`src/rtl/triad_frame_arbiter.sv`:
```
// Round-robin aggregator: grants one completed triad frame at a time to the UART
// transmitter, tags it with {triad_id, seq}, and releases the triad's parser on ack or timeout.
module triad_frame_arbiter #(
  parameter int N_TRIADS    = 4,
  parameter int FRAME_W     = 102,
  parameter int ID_W        = 2,
  parameter int SEQ_W       = 8,
  parameter int ACK_TIMEOUT = 65535
) (
  input  logic                          clk_12MHz,
  input  logic                          reset,
  input  logic [N_TRIADS-1:0]           data_avl,
  input  logic [N_TRIADS*FRAME_W-1:0]   sensor_iterations,
  output logic [N_TRIADS-1:0]           reset_parser,
  output logic                          tx_data_availible,
  output logic [ID_W+SEQ_W+FRAME_W-1:0] tx_frame,
  input  logic                          tx_done,
  output logic [ID_W-1:0]               active_triad,
  output logic [15:0]                   timeout_count
);

  localparam int TX_W  = ID_W + SEQ_W + FRAME_W;
  localparam int TMR_W = (ACK_TIMEOUT > 1) ? $clog2(ACK_TIMEOUT) : 1;
  localparam logic [TMR_W-1:0] TMR_LAST = TMR_W'(ACK_TIMEOUT - 1);

  typedef enum logic [1:0] {IDLE, SEND, RELEASE} state_t;

  state_t               state, state_nxt;
  logic [ID_W-1:0]      rr_ptr, rr_nxt;
  logic [TMR_W-1:0]     timer, timer_nxt;
  logic [SEQ_W-1:0]     seq [N_TRIADS];
  logic                 seq_inc;

  logic                 grant_valid;
  logic [ID_W-1:0]      grant_idx;

  logic [N_TRIADS-1:0]  rp_nxt;
  logic                 dav_nxt;
  logic [TX_W-1:0]      frame_nxt;
  logic [ID_W-1:0]      active_nxt;
  logic [15:0]          tcnt_nxt;
  logic                 release_evt;

  // Circular first-one search starting at rr_ptr.
  // NOTE: every always_comb output gets a default first so no latch is inferred.
  always_comb begin
    int idx;
    grant_valid = 1'b0;
    grant_idx   = '0;
    for (int i = 0; i < N_TRIADS; i++) begin
      idx = int'(rr_ptr) + i;
      if (idx >= N_TRIADS) idx = idx - N_TRIADS;
      if (!grant_valid && data_avl[idx]) begin
        grant_valid = 1'b1;
        grant_idx   = ID_W'(idx);
      end
    end
  end

  assign release_evt = (state == SEND) && (tx_done || (timer == TMR_LAST));

  // State register.
  // NOTE: sequential state uses non-blocking assignments only.
  always_ff @(posedge clk_12MHz) begin
    if (reset) state <= IDLE;
    else       state <= state_nxt;
  end

  // Next-state logic.
  always_comb begin
    state_nxt = state;
    case (state)
      IDLE:    if (grant_valid) state_nxt = SEND;
      SEND:    if (release_evt) state_nxt = RELEASE;
      RELEASE: if (!tx_done)    state_nxt = IDLE;
      default:                  state_nxt = IDLE;
    endcase
  end

  // Output and datapath next-values; everything visible outside is registered below.
  always_comb begin
    frame_nxt  = tx_frame;
    dav_nxt    = tx_data_availible;
    active_nxt = active_triad;
    rp_nxt     = '0;
    tcnt_nxt   = timeout_count;
    timer_nxt  = timer;
    rr_nxt     = rr_ptr;
    seq_inc    = 1'b0;
    case (state)
      IDLE: begin
        if (grant_valid) begin
          frame_nxt  = {grant_idx, seq[grant_idx],
                        sensor_iterations[int'(grant_idx)*FRAME_W +: FRAME_W]};
          active_nxt = grant_idx;
          dav_nxt    = 1'b1;
          timer_nxt  = '0;
        end
      end
      SEND: begin
        if (release_evt) begin
          dav_nxt = 1'b0;
          rp_nxt  = N_TRIADS'(1) << active_triad;
          seq_inc = 1'b1;
          rr_nxt  = (int'(active_triad) == N_TRIADS - 1) ? '0 : active_triad + ID_W'(1);
          // An ack on the expiry cycle wins, so only a true timeout is counted.
          if (!tx_done && (timeout_count != 16'hFFFF))
            tcnt_nxt = timeout_count + 16'd1;
        end else begin
          timer_nxt = timer + TMR_W'(1);
        end
      end
      default: ;
    endcase
  end

  // Registered outputs and datapath state.
  // NOTE: the per-triad seq file is tiny and must restart at 0, so it is reset like any flop.
  always_ff @(posedge clk_12MHz) begin
    if (reset) begin
      reset_parser      <= '0;
      tx_data_availible <= 1'b0;
      tx_frame          <= '0;
      active_triad      <= '0;
      timeout_count     <= '0;
      rr_ptr            <= '0;
      timer             <= '0;
      for (int k = 0; k < N_TRIADS; k++) seq[k] <= '0;
    end else begin
      reset_parser      <= rp_nxt;
      tx_data_availible <= dav_nxt;
      tx_frame          <= frame_nxt;
      active_triad      <= active_nxt;
      timeout_count     <= tcnt_nxt;
      rr_ptr            <= rr_nxt;
      timer             <= timer_nxt;
      if (seq_inc) seq[active_triad] <= seq[active_triad] + SEQ_W'(1);
    end
  end

endmodule
```
`config.mk`:
```
export PLATFORM = sky130hd
export DESIGN_NAME = triad_frame_arbiter
export DESIGN_NICKNAME = d
export VERILOG_FILES = /design/src/rtl/triad_frame_arbiter.sv
export SDC_FILE = /design/constraint.sdc
export NUM_CORES = 1
export LEC_CHECK = 0
export ABC_AREA = 1
export BUFFER_PORTS_ARGS = -buffer_cell sky130_fd_sc_hd__buf_2
export CORE_AREA = 2 2 215 217
export CTS_BUF_LIST = sky130_fd_sc_hd__clkbuf_2 sky130_fd_sc_hd__clkbuf_4 sky130_fd_sc_hd__clkbuf_8
export CTS_CLUSTER_DIAMETER = 100
export DETAILED_ROUTE_END_ITERATION = 10
export DIE_AREA = 0 0 217 219
export PLACE_DENSITY_LB_ADDON = 0.12
export RECOVER_POWER = 25
export SKIP_LAST_GASP = 1
export SLEW_MARGIN = 30
export SYNTH_ARGS = -nofsm -noshare
export SYNTH_HDL_FRONTEND = slang
export SYNTH_SLANG_ARGS = --single-unit
```
`constraint.sdc`:
```
create_clock -name clk_12MHz -period 4.3 [get_ports clk_12MHz]
set_input_delay 0.86 -clock clk_12MHz [delete_from_list [all_inputs] [get_ports clk_12MHz]]
set_output_delay 0.86 -clock clk_12MHz [all_outputs]
set_load 0.1 [all_outputs]
```
==> metrics.log <==
[metrics] part of the power in combinational logic: 62.9%
[metrics] Post-CTS Resized: 0
[metrics] residual DRC count: 0
[metrics] fraction of the yosys area taken by sequential cells: 32.27%
[metrics] number of buffers created by CTS: 17
[metrics] sequential cell fraction of total power: 24.6%
[metrics] Sw Pwr: 5.787 mW
[metrics] Total Routed Length: 51.90 mm
[metrics] Critical path buffers and inverters: 2
[metrics] largest net degree at the start of global routing: 97
[metrics] GRT Resource Usage Total: 21.38%
[metrics] count of H-tree levels built during CTS: 4
[metrics] layout cell share with drive strength beyond 1: 20.81%
[metrics] Initial Util: 27.93%
[metrics] main combinational cell family by area after synthesis: simple AND/OR/NAND/NOR gates
[metrics] Final setup viols: 0
[metrics] quantity of I/O buffers inserted on ports: 549
[metrics] synthesized area per cell: 5.865 sq um
[metrics] synthesized flop and latch total: 187
[metrics] clock slew at reported path FFs: 110 ps
[metrics] share of synthesized cell area in full adder, half adder and majority cells: 0.4968%
[metrics] Placeable Area: 45,090 sq um
[metrics] detailed-placement wirelength estimate: 38.91 mm
[metrics] number of DRC violations after detailed-routing iteration 0: 799
[metrics] crit-path max cell delay: 530 ps
[metrics] Worst Setup Slack post-DPL: 893.4 ps
[metrics] final period utilization: 78.37%
[metrics] worst-case headroom to the max-slew limit: 15.13%
[metrics] met2 wire length: 25.21 mm
[metrics] power per cell area: 597.8 nW/um^2
[metrics] slowest cell on the critical path: sky130_fd_sc_hd__nor2_1
[metrics] met3 wire length: 3.496 mm
[metrics] cell taking the most area after synthesis: sky130_fd_sc_hd__nand2_1
[metrics] antenna-violating nets left: 0
[metrics] root buffer cell: sky130_fd_sc_hd__clkbuf_8
[metrics] distinct cell type count after synthesis: 38
[metrics] Hold-fix buffers, CTS: 0
[metrics] ys flop type: sky130_fd_sc_hd__dfxtp_1
[metrics] via count of the first global-routing pass: 14.16k
[metrics] buffer levels on the longest clock path: 2
[metrics] Highest Signal Layer: met5
[metrics] filler instances: 5,233
[metrics] yosys synthesis warning count: 0
[metrics] leakage power: 8.985 nW
[metrics] number of vias in the routed layout: 14.71k
[metrics] GRT overflow: 0
[metrics] Hold Violations, Final: 0
[metrics] Worst Clk Skew: 18.81 ps
[metrics] post-route met1 wirelength: 22.13 mm
[metrics] crit path setup slack, layout: 930.2 ps
[metrics] Synth Area in Simple Gates: 46.75%
[metrics] Setup CP Type: reg -> reg
[metrics] count of flip-flops with a built-in enable after synthesis: 32
[metrics] average via count per standard cell: 4.560
[metrics] TritonCTS clock tree: done
[metrics] clk sinks: 187
[metrics] proportion of synthesized flip-flops having asynchronous set or reset: 0%
[metrics] nets@finish: 3,031
[metrics] clock network latency to the later pin of the worst-skew pair: 530 ps
[metrics] cells along the critical path: nand4_1, inv_1, nand4_1, o21bai_1, nand2_1, nor2_1, nand2_1, nor2_1, inv_1, nand2_1
[metrics] share of the synthesized netlist area taken by xor and xnor gates: 1.530%
[metrics] area growth from synthesis to layout: 27.07%
[metrics] relative contribution of the clock network to total power: 12.5%
[metrics] mapped cell area: 12,590 sq um
[metrics] GPL Wtd Cong: 0.9058
[metrics] count of buffers added by post-CTS timing repair for setup: 0
[metrics] achievable clock frequency: 0.2968 GHz
[metrics] switching part of the total: 60.50%
[metrics] most frequent standard cell in the layout excluding fill and tap cells: sky130_fd_sc_hd__nand2_1
[metrics] startpoint class of the critical path: flip-flop
[metrics] arrival time at the worst endpoint: 3560 ps
[metrics] multiplexer fraction of the synthesized cell area: 0%
[metrics] VDD IR max: 0.0003081 V
[metrics] maximum fanout count along the critical path: 8
[metrics] instance count of the mapped netlist: 2,147
[metrics] slew at the pin closest to its max-slew limit: 1279 ps
[metrics] classification of the worst-slack hold path: reg -> reg
[metrics] total nets after synthesis: 2,567
[metrics] share of the synthesized area in the top cell type: 25.40%
[metrics] Die Span Y: 219 um
[metrics] wire per inst: 16.08 um
[metrics] leading post-synthesis cells by cell area: sky130_fd_sc_hd__nand2_1 25%, sky130_fd_sc_hd__dfxtp_1 25%, sky130_fd_sc_hd__inv_1 8.8%
[metrics] required arrival time at the worst endpoint: 4490 ps
[metrics] First-pass DRT Iterations: 7
[metrics] nature of the critical path endpoint: flip-flop
[metrics] Cell Int Power: 3.777 mW
[metrics] commonest cells after routing, fill and taps aside: 852 x sky130_fd_sc_hd__nand2_1, 467 x sky130_fd_sc_hd__buf_2, 294 x sky130_fd_sc_hd__inv_1, 263 x sky130_fd_sc_hd__nor2_1, 189 x sky130_fd_sc_hd__nand3_1
[metrics] initial antenna violation count: 5
[metrics] Synth Area in Compound Gates: 5.137%
[metrics] outcome: completed
[metrics] global-route wire length before repair: 79.05 mm
[metrics] max-cap violations: 0
[metrics] Die Width: 217 um
[metrics] Die Area: 47,520 sq um
[metrics] number of slew-limit violations in the final report: 0
[metrics] total negative slack: 0 ps
[metrics] std cell rows: 78
[metrics] fin crit period: 3370 ps
[metrics] cell seen most often among critical-path stages: sky130_fd_sc_hd__nand2_1
[metrics] top cell family by delay on the critical path: simple AND/OR/NAND/NOR gates
[metrics] setup repair after global routing missed its margin: no
[metrics] top-level I/O count: 550
power by group through the flow:
stage / logic [mW] / registers [mW] / clock network, mW
floorplan: 2.46 / 4.67 / 0
global placement: 6.11 / 2.38 / 0
detailed placement: 6.12 / 2.39 / 0
CTS: 6.14 / 2.35 / 1.27
global route: 6.53 / 2.40 / 1.32
finish: 6.01 / 2.36 / 1.20
path summary, 6_finish.rpt:
check / start / endpoint / slack, ps / depth (start not counted)
worst max-delay path: timer[6] / seq[0][7] / 930 / 10
worst min-delay path: tx_frame[13] / tx_frame[13] / 460 / 2
worst max register to register: timer[6] / seq[0][7] / 930 / 10
worst min register to register: tx_frame[13] / tx_frame[13] / 460 / 2
worst reg2reg max path: stages (launching register included):
cell	delay, ps
sky130_fd_sc_hd__dfxtp_1	480
sky130_fd_sc_hd__nand4_1	160
sky130_fd_sc_hd__inv_1	130
sky130_fd_sc_hd__nand4_1	80
sky130_fd_sc_hd__o21bai_1	160
sky130_fd_sc_hd__nand2_1	210
sky130_fd_sc_hd__nor2_1	530
sky130_fd_sc_hd__nand2_1	240
sky130_fd_sc_hd__nor2_1	380
sky130_fd_sc_hd__inv_1	260
sky130_fd_sc_hd__nand2_1	400
cell type report:
type                    instances  area [sq um]  area share [%]
diodes                          3         7.507         0.04692
flip-flops and latches        187          4064           25.40
clock inverters                15         155.1          0.9697
repair buffers                567          2846           17.79
clock buffers                  17         234.0           1.462
multi-input cells            1538          6812           42.57
inverters                     300          1131           7.069
well taps                     600         750.7           4.692
through the flow:
step	util, %	hold WS, ps	total power, mW	cells	area (sq um)
after global routing	35.48	467.2	10.25	3226	16000
after detailed placement	34.85	433.4	8.507	3192	15720
after CTS	35.72	456.4	9.756	3224	16100
after floorplan	-	434.1	7.133	2147	12590
final	35.49	455.3	9.564	3227	16000
after global placement	34.83	434.6	8.493	3192	15710
flip-flops by register name (all words and copies together) (netlist names), named ones only:
signal and flops:
reset_parser 4, timer 16, tx_frame 110, tx_data_availible 1, state 2, seq 32, active_triad 2, rr_ptr 2
timeout_count 16
cell usage after synthesis (2+ instances only):
cell type and instances:
sky130_fd_sc_hd__nor2_2 5, sky130_fd_sc_hd__nand3_2 4, sky130_fd_sc_hd__buf_2 67, sky130_fd_sc_hd__nor4_1 7
sky130_fd_sc_hd__nand2_1 852, sky130_fd_sc_hd__a21oi_1 41, sky130_fd_sc_hd__o21ai_0 12, sky130_fd_sc_hd__buf_1 13
sky130_fd_sc_hd__inv_2 6, sky130_fd_sc_hd__o21ai_1 2, sky130_fd_sc_hd__o211ai_1 36, sky130_fd_sc_hd__buf_4 7
sky130_fd_sc_hd__nand2_4 2, sky130_fd_sc_hd__clkbuf_1 29, sky130_fd_sc_hd__o22ai_1 2, sky130_fd_sc_hd__xnor2_1 8
sky130_fd_sc_hd__nor3_1 9, sky130_fd_sc_hd__nand4_1 10, sky130_fd_sc_hd__a32oi_1 4, sky130_fd_sc_hd__a31oi_1 2
sky130_fd_sc_hd__dfxtp_1 155, sky130_fd_sc_hd__nor2_1 261, sky130_fd_sc_hd__nand3b_1 56, sky130_fd_sc_hd__nor2_4 3
sky130_fd_sc_hd__nand3_1 189, sky130_fd_sc_hd__nand2_2 7, sky130_fd_sc_hd__edfxtp_1 32, sky130_fd_sc_hd__inv_1 294
sky130_fd_sc_hd__xor2_1 14, sky130_fd_sc_hd__ha_1 5, sky130_fd_sc_hd__buf_6 6
routing by layer:
metal	GRT usage [%]	vias up
met2	37.47	485
met3	3.978	54
met4	6.918	2
met5	0	-
met1	26.35	6684
li1	-	7489
cell families after synthesis:
family / after synthesis
adders and majority gates: 5
xor gates and xnor gates: 22
and+or+nand+nor: 1407
buffers and inverters: 422
DFF: 187
AOI/OAI and AO/OA: 104
Power figures use the tool's default switching activity.
